**src/rtl/oem8_sort_pipe.sv**
```systemverilog
`default_nettype none
// +----------------------------------------------------------------------------+
// | oem8_sort_pipe : 8-lane Batcher odd-even merge sorter, 6 registered layers,|
// |                  per-beat asc/desc mode, valid/ready with global stall.    |
// | Revision: 1.0                                                              |
// +----------------------------------------------------------------------------+
module oem8_sort_pipe #(
  parameter int DW     = 6,
  parameter bit STABLE = 1'b1
) (
  input  logic            clk,
  input  logic            rst_n,
  input  logic            in_valid,
  output logic            in_ready,
  input  logic            in_desc,
  input  logic [8*DW-1:0] in_data,
  output logic            out_valid,
  input  logic            out_ready,
  output logic            out_desc,
  output logic [8*DW-1:0] out_data,
  output logic            busy
);

  localparam int c_nstage = 6;

  typedef logic [7:0][DW-1:0] beat_t;

  // Compare-exchange: lower key to lane i in ascending mode, higher key in descending.
  function automatic beat_t ce(input beat_t x, input logic [2:0] i, input logic [2:0] j,
                               input logic desc);
    beat_t y;
    logic  sw;
    if (STABLE) sw = desc ? (x[i] < x[j]) : (x[i] > x[j]);
    else        sw = (x[i] > x[j]) ^ desc;
    y = x;
    if (sw) begin
      y[i] = x[j];
      y[j] = x[i];
    end
    return y;
  endfunction

  function automatic beat_t layer(input beat_t x, input logic [2:0] l, input logic desc);
    beat_t y;
    y = x;
    case (l)
      3'd1: begin
        y = ce(y, 3'd0, 3'd1, desc); y = ce(y, 3'd2, 3'd3, desc);
        y = ce(y, 3'd4, 3'd5, desc); y = ce(y, 3'd6, 3'd7, desc);
      end
      3'd2: begin
        y = ce(y, 3'd0, 3'd2, desc); y = ce(y, 3'd1, 3'd3, desc);
        y = ce(y, 3'd4, 3'd6, desc); y = ce(y, 3'd5, 3'd7, desc);
      end
      3'd3: begin
        y = ce(y, 3'd1, 3'd2, desc); y = ce(y, 3'd5, 3'd6, desc);
      end
      3'd4: begin
        y = ce(y, 3'd0, 3'd4, desc); y = ce(y, 3'd1, 3'd5, desc);
        y = ce(y, 3'd2, 3'd6, desc); y = ce(y, 3'd3, 3'd7, desc);
      end
      3'd5: begin
        y = ce(y, 3'd2, 3'd4, desc); y = ce(y, 3'd3, 3'd5, desc);
      end
      3'd6: begin
        y = ce(y, 3'd1, 3'd2, desc); y = ce(y, 3'd3, 3'd4, desc);
        y = ce(y, 3'd5, 3'd6, desc);
      end
      default: y = x;
    endcase
    return y;
  endfunction

  beat_t               r_d [c_nstage];
  logic [c_nstage-1:0] r_v;
  logic [c_nstage-1:0] r_m;
  beat_t               w_n [c_nstage];
  logic                w_stall;

  generate
    for (genvar s = 0; s < c_nstage; s++) begin : g_layer
      if (s == 0) begin : g_first
        assign w_n[s] = layer(beat_t'(in_data), 3'(s + 1), in_desc);
      end else begin : g_rest
        assign w_n[s] = layer(r_d[s-1], 3'(s + 1), r_m[s-1]);
      end
    end
  endgenerate

  assign w_stall = r_v[c_nstage-1] && !out_ready;

  // Mode bits shift alongside data so each stage compares with its own beat's mode.
  always_ff @(posedge clk or negedge rst_n) begin
    if (!rst_n) begin
      r_v <= '0;
      r_m <= '0;
      for (int s = 0; s < c_nstage; s++) r_d[s] <= '0;
    end else if (!w_stall) begin
      r_v <= {r_v[c_nstage-2:0], in_valid};
      r_m <= {r_m[c_nstage-2:0], in_desc};
      for (int s = 0; s < c_nstage; s++) r_d[s] <= w_n[s];
    end
  end

  assign in_ready  = !w_stall;
  assign out_valid = r_v[c_nstage-1];
  assign out_desc  = r_m[c_nstage-1];
  assign out_data  = r_d[c_nstage-1];
  assign busy      = |r_v;

endmodule
`default_nettype wire
```
**config.mk**
```make
export PLATFORM = sky130hd
export DESIGN_NAME = oem8_sort_pipe
export DESIGN_NICKNAME = d
export VERILOG_FILES = /design/src/rtl/oem8_sort_pipe.sv
export SDC_FILE = /design/constraint.sdc
export NUM_CORES = 1
export LEC_CHECK = 0
export CAP_MARGIN = 40
export CORE_MARGIN = 4
export CORE_UTILIZATION = 60
export CTS_BUF_LIST = sky130_fd_sc_hd__clkbuf_8 sky130_fd_sc_hd__clkbuf_16
export CTS_CLUSTER_DIAMETER = 120
export CTS_CLUSTER_SIZE = 8
export DETAILED_ROUTE_END_ITERATION = 7
export PLACE_DENSITY = 0.81
export SKIP_LAST_GASP = 1
export SLEW_MARGIN = 5
export SYNTH_ARGS = -nofsm -noshare
export SYNTH_HDL_FRONTEND = slang
export SYNTH_SLANG_ARGS = --single-unit
```
**constraint.sdc**
```tcl
create_clock -name clk -period 2.75 [get_ports clk]
set_input_delay 0.55 -clock clk [delete_from_list [all_inputs] [get_ports clk]]
set_output_delay 0.55 -clock clk [all_outputs]
set_load 0.005 [all_outputs]
```
== After elaboration in Yosys (flattened, before gate mapping) ==
Cells that the tools add are included.

* Register bits after elaboration: 300
* Output and inout bits: 52
* Input port bits: 53

* Reductions and logical operators: 4
* $lt $le $gt $ge: 38
* Mux-type cells: 48

{| class="wikitable"
|+ Operator list
! operator !! number
|-
| $mux W6 || 20
|-
| $gt A6 B6 Y1 || 19
|-
| $lt A6 B6 Y1 || 19
|-
| $mux W12 || 9
|-
| $mux W1 || 19
|-
| $reduce_or A6 Y1 || 1
|-
| $logic_not A1 Y1 || 2
|-
| $logic_and A1 B1 Y1 || 1
|}

== Longest topological paths before layout ==
Gate-level depths: netlist of the first run.

* Depth after elaboration: 3
* Gate-level depth with buffers: 9

== Worst setup path after synthesis of the first run ==
No wires, ideal clock.

* Kind: reg-to-reg
* From: register, netlist name r_d[243]
* To: register, netlist name r_d[209]
* Clock period less this slack: 2,282 ps
* Stages on the path, launching flop included: 8
* Buffers on the path: 1
* Slack: 468 ps
* Arrival: 2,143 ps
* Library setup time: 139 ps
* Path through: dfrtp_1 > ha_1 > a21o_1 > a21o_1 > a211oi_2 > mux2i_2 > buf_4 > o221ai_1

* Longest elaborated chain between the ends: 3

{| class="wikitable"
|+ Ends and longest elaborated chain
! item !! RTL line !! text
|-
| $gt A6 B6 Y1 / $lt A6 B6 Y1 (equally long branches) || -- ||
|-
| $mux W1 (*) || 33 || <nowiki>if (STABLE) sw = desc ? (x[i] < x[j]) : (x[i] > x[j]);</nowiki>
|-
| $mux W6 (*) || 36 || <nowiki>if (sw) begin</nowiki>
|}

Every way passes the cells marked *; elsewhere a longest branch is shown, timed or not.
A chain may end at the register's enable or synchronous reset.

== Worst setup path after layout of the first run ==
* From: register, netlist name r_d[157]
* To: register, netlist name r_d[137]

* Longest elaborated chain between the ends: 3

{| class="wikitable"
|+ Ends and longest elaborated chain
! item !! RTL line
|-
| $gt A6 B6 Y1 / $lt A6 B6 Y1 (equally long branches) || --
|-
| $mux W1 (*) || 33
|-
| $mux W6 (*) || 36
|}

Marked as above.

==> key figures, run 1 <==
Clock network
  – Num CTS Buffers: 43
  – Clk_lat worst skew: 520 ps
  – Clock sinks: 300
  – Clock transition at path regs: 50 ps
  – CTS H-tree depth: 2
  – CTS tree: built
  – Bufs on Longest Clock Path: 3
  – Post-CTS Setup Inserts: 0
  – Clk root buf: clkbuf_16

Min path
  – Hold wc startpoint: out_data[42]$_DFFE_PN0N_
  – Worst Hold Path EP: out_data[42]$_DFFE_PN0N_
  – Hold Path Depth: 2
  – Worst Hold Class: register to register

STA
  – RSZ-0062 raised after global routing: false
  – Minimum clock period: 2450 ps
  – Hold Worst Slack: 461 ps
  – Max Freq: 0.409 GHz
  – Fin crit share: 89.0%
  – Fin. max-slew vios: 0
  – Clk_skew: 12.4 ps
  – Finish-stage setup viols: 0
  – Final hold vios: 0
  – Slew HR: 63.3%
  – Worst-Margin Slew: 551 ps

Final layout
  – Layout area overhead: 13.2%
  – Ant. Diodes: 0
  – Nets@finish: 1980
  – Final Util: 69.5%
  – Share of cells above drive strength 1: 5.79%

Floorplan
  – Die Y: 174 microns
  – Site Rows: 60
  – Io pins: 105
  – Core area: 27100 sq um
  – Die Area: 30400 sq um
  – Die width: 174 microns
  – Starting Density: 61.4%

Placement
  – Final GP Congestion: 0.895
  – Placed wire-length estimate: 27100 microns
  – PortBufs: 104

Detailed routing
  – Antenna-violating nets left: 0
  – Pre-antenna DRT Iters: 7
  – # DRC: 0
  – Via/cell ratio: 5.88
  – Iter 0 DRT Violations: 918
  – Vias post-DR: 12844
  – DR WL/cell: 17.4 microns
  – Final WL: 38000 microns

Critical path
  – CP peak stage delay: 440 ps
  – Crit. path cell count: 7
  – Reg-to-reg setup timing slack: 300 ps
  – Cells on worst reg2reg path: 7
  – CP cell instances: ha_1, nor2b_1, o21ai_0, o2111ai_1, nand3_2, mux2i_1, o21ai_0
  – Setup CP Type: register to register
  – Crit path top cell by count: o21ai_0
  – Slowest stage cell, crit path: dfrtp_1
  – Worst R2R End: r_d[137]$_DFFE_PN0N_
  – Crit Path Max Fanout: 13
  – Worst Setup End Kind: register
  – Reg2reg start: r_d[157]$_DFFE_PN0N_
  – Kind of start point of the critical path: register
  – Data required, critical path: 3120 ps
  – Crit path DAT: 2820 ps
  – Critical path buffers and inverters: 0
  – Top Family by Delay on Critical Path: compound AO/OA/AOI/OAI gates

Yosys
  – Post-Syn Area: 16600 sq um
  – Post-Syn Nets: 1945
  – Cell count after synthesis: 1778
  – Synth cell types: 40
  – Register bit total from synthesis: 300
  – Ys Warns: 0
  – Syn avg cell area: 9.35 sq um
  – Post-synthesis sequential area ratio: 45.2%

Power and ir drop
  – Clk pwr share: 18.5%
  – Peak supply drop: 0.661 mV
  – P_sw: 10200 uW
  – Internal cell power: 14500 uW
  – Pwr dens: 1310 nW/um^2
  – Sequential power share: 34.0%
  – Comb pwr share: 47.5%
  – LEAKAGE: 0.00894 uW
  – Sw frac: 41.2%
  – Design Power: 24700 uW

Status
  – Outcome: finished, final reports clean

Flow run
  – Max-cap violations: 0

GRT
  – Initial antenna violation count: 0
  – Vias in the first global route: 12886
  – Pin count of the biggest net entering global routing: 137
  – Global-route wire length before repair: 63000 microns
  – GRT Total Usage: 24.9%
  – GRT overflow: 0
## sequential cells by signal, summed over array words and instances (netlist names)
register  flops
r_v           6
out_data     48
r_m           6
r_d         240
## worst min-delay path, stage by stage (launching register included)
cell     delay, ps
dfrtp_1        330
nand2_1         50
nand2_1         50
## synthesized netlist by cell type (all sizes together)
master | n | area [sq um]
a21oi | 35 | 183
nor2 | 9 | 33.8
nand4 | 3 | 18.8
dfrtp | 300 | 7510
o221ai | 60 | 526
mux2 | 6 | 82.6
o31a | 1 | 8.76
a211o | 13 | 114
nand2 | 429 | 1610
ha | 114 | 1430
a211oi | 2 | 25.0
nor3 | 3 | 15.0
o31ai | 2 | 15.0
nor4 | 1 | 6.26
nand2b | 2 | 12.5
clkbuf | 61 | 229
or3 | 2 | 12.5
inv | 123 | 462
nor2b | 18 | 113
o21a | 2 | 15.0
and4 | 15 | 131
nand3 | 73 | 405
a21o | 4 | 30.0
buf | 86 | 596
o21ai | 211 | 1060
a31oi | 15 | 93.8
mux2i | 175 | 1780
o2111ai | 13 | 114
## layer usage
| layer | wire length [microns] | global-route usage (%) | up-vias |
|---|---|---|---|
| met5 | 0 | 0 | - |
| met2 | 18400 | 41.8 | 400 |
| met1 | 15700 | 31.4 | 6153 |
| met4 | 2040 | 13.1 | 0 |
| met3 | 1810 | 3.52 | 120 |
| li1 | - | - | 6171 |
## cells by family (layout without fill, tap and decap cells)
logic type	after synthesis	after routing	share of synthesized area [%]
adders and majority gates	114	114	8.58
AOI/OAI and AO/OA	358	358	13.2
and+or+nand+nor	555	555	14.2
buffers and inverters	270	305	7.74
DFF	300	300	45.2
muxes	181	181	11.2
## final cells by class
| cell class | count | area (sq um) |
|---|---|---|
| clock buffers | 43 | 1080 |
| well taps | 372 | 465 |
| flip-flops and latches | 300 | 7510 |
| inverters | 123 | 467 |
| fillers | 2023 | 8270 |
| clock inverters | 2 | 38.8 |
| multi-input cells | 1208 | 7840 |
| repair buffers | 137 | 1430 |
## power groups by stage
stage | logic (uW) | registers [uW] | clock network [uW]
6_report | 11700 | 8380 | 4570
5_1_grt | 13100 | 8610 | 4820
4_1_cts | 11700 | 8320 | 4630
3_5_place_dp | 11600 | 8370 | 0
3_3_place_gp | 11000 | 8260 | 0
2_1_floorplan | 9230 | 7610 | 0
## placed cells by master, fill, tap and decap left out, drive strengths merged
| master | Yosys | layout |
|---|---|---|
| nand2 | 429 | 429 |
| ha | 114 | 114 |
| dfrtp | 300 | 300 |
| clkbuf | 61 | 43 |
| mux2i | 175 | 175 |
| nor4 | 1 | 1 |
| bufinv | 0 | 1 |
| a21oi | 35 | 35 |
| mux2 | 6 | 6 |
| o31a | 1 | 1 |
| nor3 | 3 | 3 |
| o2111ai | 13 | 13 |
| dlygate4sd3 | 0 | 1 |
| nand2b | 2 | 2 |
| a211oi | 2 | 2 |
| buf | 86 | 33 |
| o31ai | 2 | 2 |
| a21o | 4 | 4 |
| clkdlybuf4s50 | 0 | 103 |
| a211o | 13 | 13 |
| nand3 | 73 | 73 |
| o221ai | 60 | 60 |
| and4 | 15 | 15 |
| o21a | 2 | 2 |
| nand4 | 3 | 3 |
| inv | 123 | 124 |
| o21ai | 211 | 211 |
| nor2 | 9 | 9 |
| nor2b | 18 | 18 |
| a31oi | 15 | 15 |
| or3 | 2 | 2 |
## what timing repair did
| action | in CTS | in global routing |
|---|---|---|
| setup endpoints to repair | 0 | 0 |
| resized for setup | 0 | 0 |
| hold buffers | 1 | 0 |
| hold endpoints to repair | 6 | 0 |
## worst max path at each step
| stage | startpoint | to | slack (ps) |
|---|---|---|---|
| final | r_d[157]$_DFFE_PN0N_ | r_d[137]$_DFFE_PN0N_ | 300 |
| after detailed placement | in_data[11] | r_d[245]$_DFFE_PN0N_ | -50 |
| after global routing | r_d[169]$_DFFE_PN0N_ | r_d[99]$_DFFE_PN0N_ | 210 |
| after global placement | in_data[9] | r_d[243]$_DFFE_PN0N_ | 110 |
| after floorplan | r_d[243]$_DFFE_PN0N_ | r_d[209]$_DFFE_PN0N_ | 470 |
| after CTS | r_d[243]$_DFFE_PN0N_ | r_d[192]$_DFFE_PN0N_ | 350 |
## per-stage QoR
| stage | TNS (ps) | setup slack (ps) | cell area (sq um) | instances |
|---|---|---|---|---|
| after floorplan | 0 | 468 | 16600 | 1778 |
| after global placement | 0 | 106 | 17700 | 2139 |
| after detailed placement | -156 | -45.4 | 17700 | 2139 |
| after CTS | 0 | 346 | 18800 | 2185 |
| after global routing | 0 | 211 | 18800 | 2185 |
| final | 0 | 303 | 18800 | 2185 |
No activity file was read; power rests on OpenSTA's default activity.
==> run 2: changes to the inputs <==
--- a/config.mk
+++ b/config.mk
@@ -7,12 +7,11 @@
 export LEC_CHECK = 0
 export CAP_MARGIN = 40
 export CORE_MARGIN = 4
-export CORE_UTILIZATION = 60
+export CORE_UTILIZATION = 45
 export CTS_BUF_LIST = sky130_fd_sc_hd__clkbuf_8 sky130_fd_sc_hd__clkbuf_16
 export CTS_CLUSTER_DIAMETER = 120
 export CTS_CLUSTER_SIZE = 8
 export DETAILED_ROUTE_END_ITERATION = 7
-export PLACE_DENSITY = 0.81
 export SKIP_LAST_GASP = 1
 export SLEW_MARGIN = 5
 export SYNTH_ARGS = -nofsm -noshare
==> run 2 against run 1 <==
  * Worst hold slack about the same
  * Largest power group unchanged
  * Setup slack got worse by 150 ps
  * Global-route usage decreased by 5.3 points
  * Power increased by 0.98%
  * Core utilization decreased by 17 points
  * Highest routed layer unchanged
  * First-iteration DRC count decreased by 36%
  * Clock skew increased by 1.8 ps
  * Critical path type unchanged
  * Clock-buffer cell count increased by 1
==> key figures, run 2 (same netlist as run 1, synthesis figures left out) <==
Status
  – Outcome: finished, final reports clean (unchanged)

Floorplan
  – Die Area: 40100 sq um (was 30400 sq um)
  – Die Y: 200 microns (was 174 microns)
  – Core area: 36500 sq um (was 27100 sq um)
  – Die width: 200 microns (was 174 microns)
  – Io pins: 105 (unchanged)
  – Site Rows: 70 (was 60)
  – Starting Density: 45.5% (was 61.4%)

Placement
  – Cell Area, Placed: 18000 sq um (was 17700 sq um)
  – Final GP Congestion: 0.865 (was 0.895)
  – PortBufs: 104 (unchanged)
  – Placed wire-length estimate: 28900 microns (was 27100 microns)
  – Pre-CTS WS: -9.39 ps (was -45.4 ps)

GRT
  – Global-route wire length before repair: 66000 microns (was 63000 microns)
  – GRT Total Usage: 19.6% (was 24.9%)
  – Pin count of the biggest net entering global routing: 141 (was 137)
  – Initial antenna violation count: 0 (unchanged)
  – Vias in the first global route: 12480 (was 12886)
  – GRT overflow: 0 (unchanged)

Clock network
  – Clk root buf: clkbuf_16 (unchanged)
  – Clock sinks: 300 (unchanged)
  – Num CTS Buffers: 43 (unchanged)
  – Clock transition at path regs: 50 ps (about the same)
  – Clk_lat worst skew: 540 ps (was 520 ps)
  – CTS tree: built (unchanged)
  – Bufs on Longest Clock Path: 3 (unchanged)
  – PostCTS Resize Cnt: 0 (unchanged)
  – CTS H-tree depth: 2 (unchanged)

STA
  – Worst-Margin Slew: 701 ps (was 551 ps)
  – Setup WS post-layout: 152 ps (was 303 ps)
  – Clk_skew: 14.2 ps (was 12.4 ps)
  – Fin. max-slew vios: 0 (unchanged)
  – TNS Setup: 0 ps (unchanged)
  – Minimum clock period: 2600 ps (was 2450 ps)
  – Max Freq: 0.385 GHz (was 0.409 GHz)
  – Slew HR: 53.2% (was 63.3%)
  – Final hold vios: 0 (unchanged)
  – Finish-stage setup viols: 0 (unchanged)
  – Fin crit share: 94.5% (was 89.0%)
  – RSZ-0062 raised after global routing: false (unchanged)

Critical path
  – Setup CP Type: register to register (unchanged)
  – Reg-to-reg setup timing slack: 150 ps (was 300 ps)
  – Data required, critical path: 3170 ps (was 3120 ps)
  – Cells on worst reg2reg path: 8 (was 7)
  – Worst R2R End: r_d[153]$_DFFE_PN0N_ (was r_d[137]$_DFFE_PN0N_)
  – Reg2reg start: r_d[199]$_DFFE_PN0N_ (was r_d[157]$_DFFE_PN0N_)
  – Crit Path Max Fanout: 7 (was 13)
  – Worst Setup End Kind: register (unchanged)
  – Kind of start point of the critical path: register (unchanged)
  – Crit path DAT: 3010 ps (was 2820 ps)

Power and ir drop
  – P_sw: 10200 uW (about the same)
  – LEAKAGE: 0.00905 uW (was 0.00894 uW)
  – Clk pwr share: 19.0% (was 18.5%)
  – Internal cell power: 14700 uW (was 14500 uW)
  – Comb pwr share: 47.3% (was 47.5%)
  – Sequential power share: 33.6% (was 34.0%)
  – Sw frac: 40.9% (was 41.2%)
  – Pwr dens: 1300 nW/um^2 (was 1310 nW/um^2)
  – Peak supply drop: 0.547 mV (was 0.661 mV)

Final layout
  – Most flops, register: r_d (unchanged)
  – Share of cells above drive strength 1: 6.72% (was 5.79%)
  – Most frequent cells in the layout: 429 x nand2_1, 300 x dfrtp_1, 190 x o21ai_0 (unchanged)
  – Nets@finish: 1996 (was 1980)
  – Layout area overhead: 15.1% (was 13.2%)
  – Commonest non-fill, non-tap cell in the layout: nand2_1 (unchanged)
  – Fillcell total: 3420 (was 2023)
  – Max reg flops: 240 (unchanged)
  – Ant. Diodes: 0 (unchanged)
  – Cell area after layout: 19100 sq um (was 18800 sq um)

Min path
  – Worst Hold Class: register to register (unchanged)
  – Worst Hold Path EP: out_data[43]$_DFFE_PN0N_ (was out_data[42]$_DFFE_PN0N_)
  – Hold wc startpoint: out_data[43]$_DFFE_PN0N_ (was out_data[42]$_DFFE_PN0N_)
  – Hold Path Depth: 2 (unchanged)

Detailed routing
  – Iter 0 DRT Violations: 592 (was 918)
  – Pre-antenna DRT Iters: 5 (was 7)
  – Antenna-violating nets left: 0 (unchanged)
  – Final WL: 39300 microns (was 38000 microns)
  – Vias post-DR: 12399 (was 12844)
  – DR WL/cell: 17.1 microns (was 17.4 microns)
  – Via/cell ratio: 5.39 (was 5.88)
  – # DRC: 0 (unchanged)

Flow run
  – Max-cap violations: 0 (unchanged)
[run 2: cell types whose count changed in the layout (fill, tap and decap cells not counted)]
cell       change
buf_6          +1
clkbuf_16      +1
inv_6          -1
buf_12         +1
buf_4         +14
inv_8          +1
clkinv_8       +1
[run 2: critical path, cell delays in order, from the launching register on]
cell and delay (ps):
dfrtp_1 380, ha_1 310, nor2b_1 140, o21ai_1 120, a21oi_1 90, o31a_1 290
a211oi_2 610, buf_6 230, mux2_4 300
[run 2: per-layer routing]
layer | share of wire (%) | global-route usage [%]
met5 | 0 | 0
met4 | 2.9 | 6.15
met3 | 2.9 | 2.96
met2 | 47 | 32.5
met1 | 47 | 26.7
[run 2: how the worst max path moves through the flow]
stage,endpoint,start
after global placement,r_d[156]$_DFFE_PN0N_,r_d[199]$_DFFE_PN0N_
after CTS,r_d[153]$_DFFE_PN0N_,r_d[199]$_DFFE_PN0N_
after global routing,r_d[153]$_DFFE_PN0N_,r_d[205]$_DFFE_PN0N_
after detailed placement,r_d[251]$_DFFE_PN0N_,in_data[9]
after floorplan,r_d[209]$_DFFE_PN0N_,r_d[243]$_DFFE_PN0N_
final,r_d[153]$_DFFE_PN0N_,r_d[199]$_DFFE_PN0N_
[run 2: power groups by stage]
stage / logic, uW / registers (uW) / clock network [uW]
floorplan: 9230 / 7610 / 0
global placement: 11500 / 8370 / 0
detailed placement: 11900 / 8430 / 0
CTS: 11900 / 8370 / 4860
global route: 13400 / 8630 / 5040
finish: 11800 / 8380 / 4730
[run 2: metrics by stage]
step	hold WS [ps]	util [%]	power [uW]	instances
after global routing	478	52.4	27100	2299
after CTS	467	52.4	25100	2299
after detailed placement	455	49.2	20300	2251
after global placement	452	49.2	19900	2250
final	461	52.4	24900	2299
after floorplan	254	-	16800	1778
[run 2: layout make-up]
type                            count  area, sq um  area share, %
Multi-Input combinational cell   1208         7840           41.0
Sequential cell                   300         7510           39.2
Timing Repair Buffer              153         1570           8.21
Clock buffer                       44         1100           5.76
Tap cell                          468          586           3.06
Inverter                          123          469           2.45
Clock inverter                      3         55.1          0.288
[run 2: timing repair]
action	4_1_cts	5_1_grt
hold endpoints to repair	12	0
endpoints found under the setup margin	0	0
buffers inserted	0	0
hold buffers	1	0
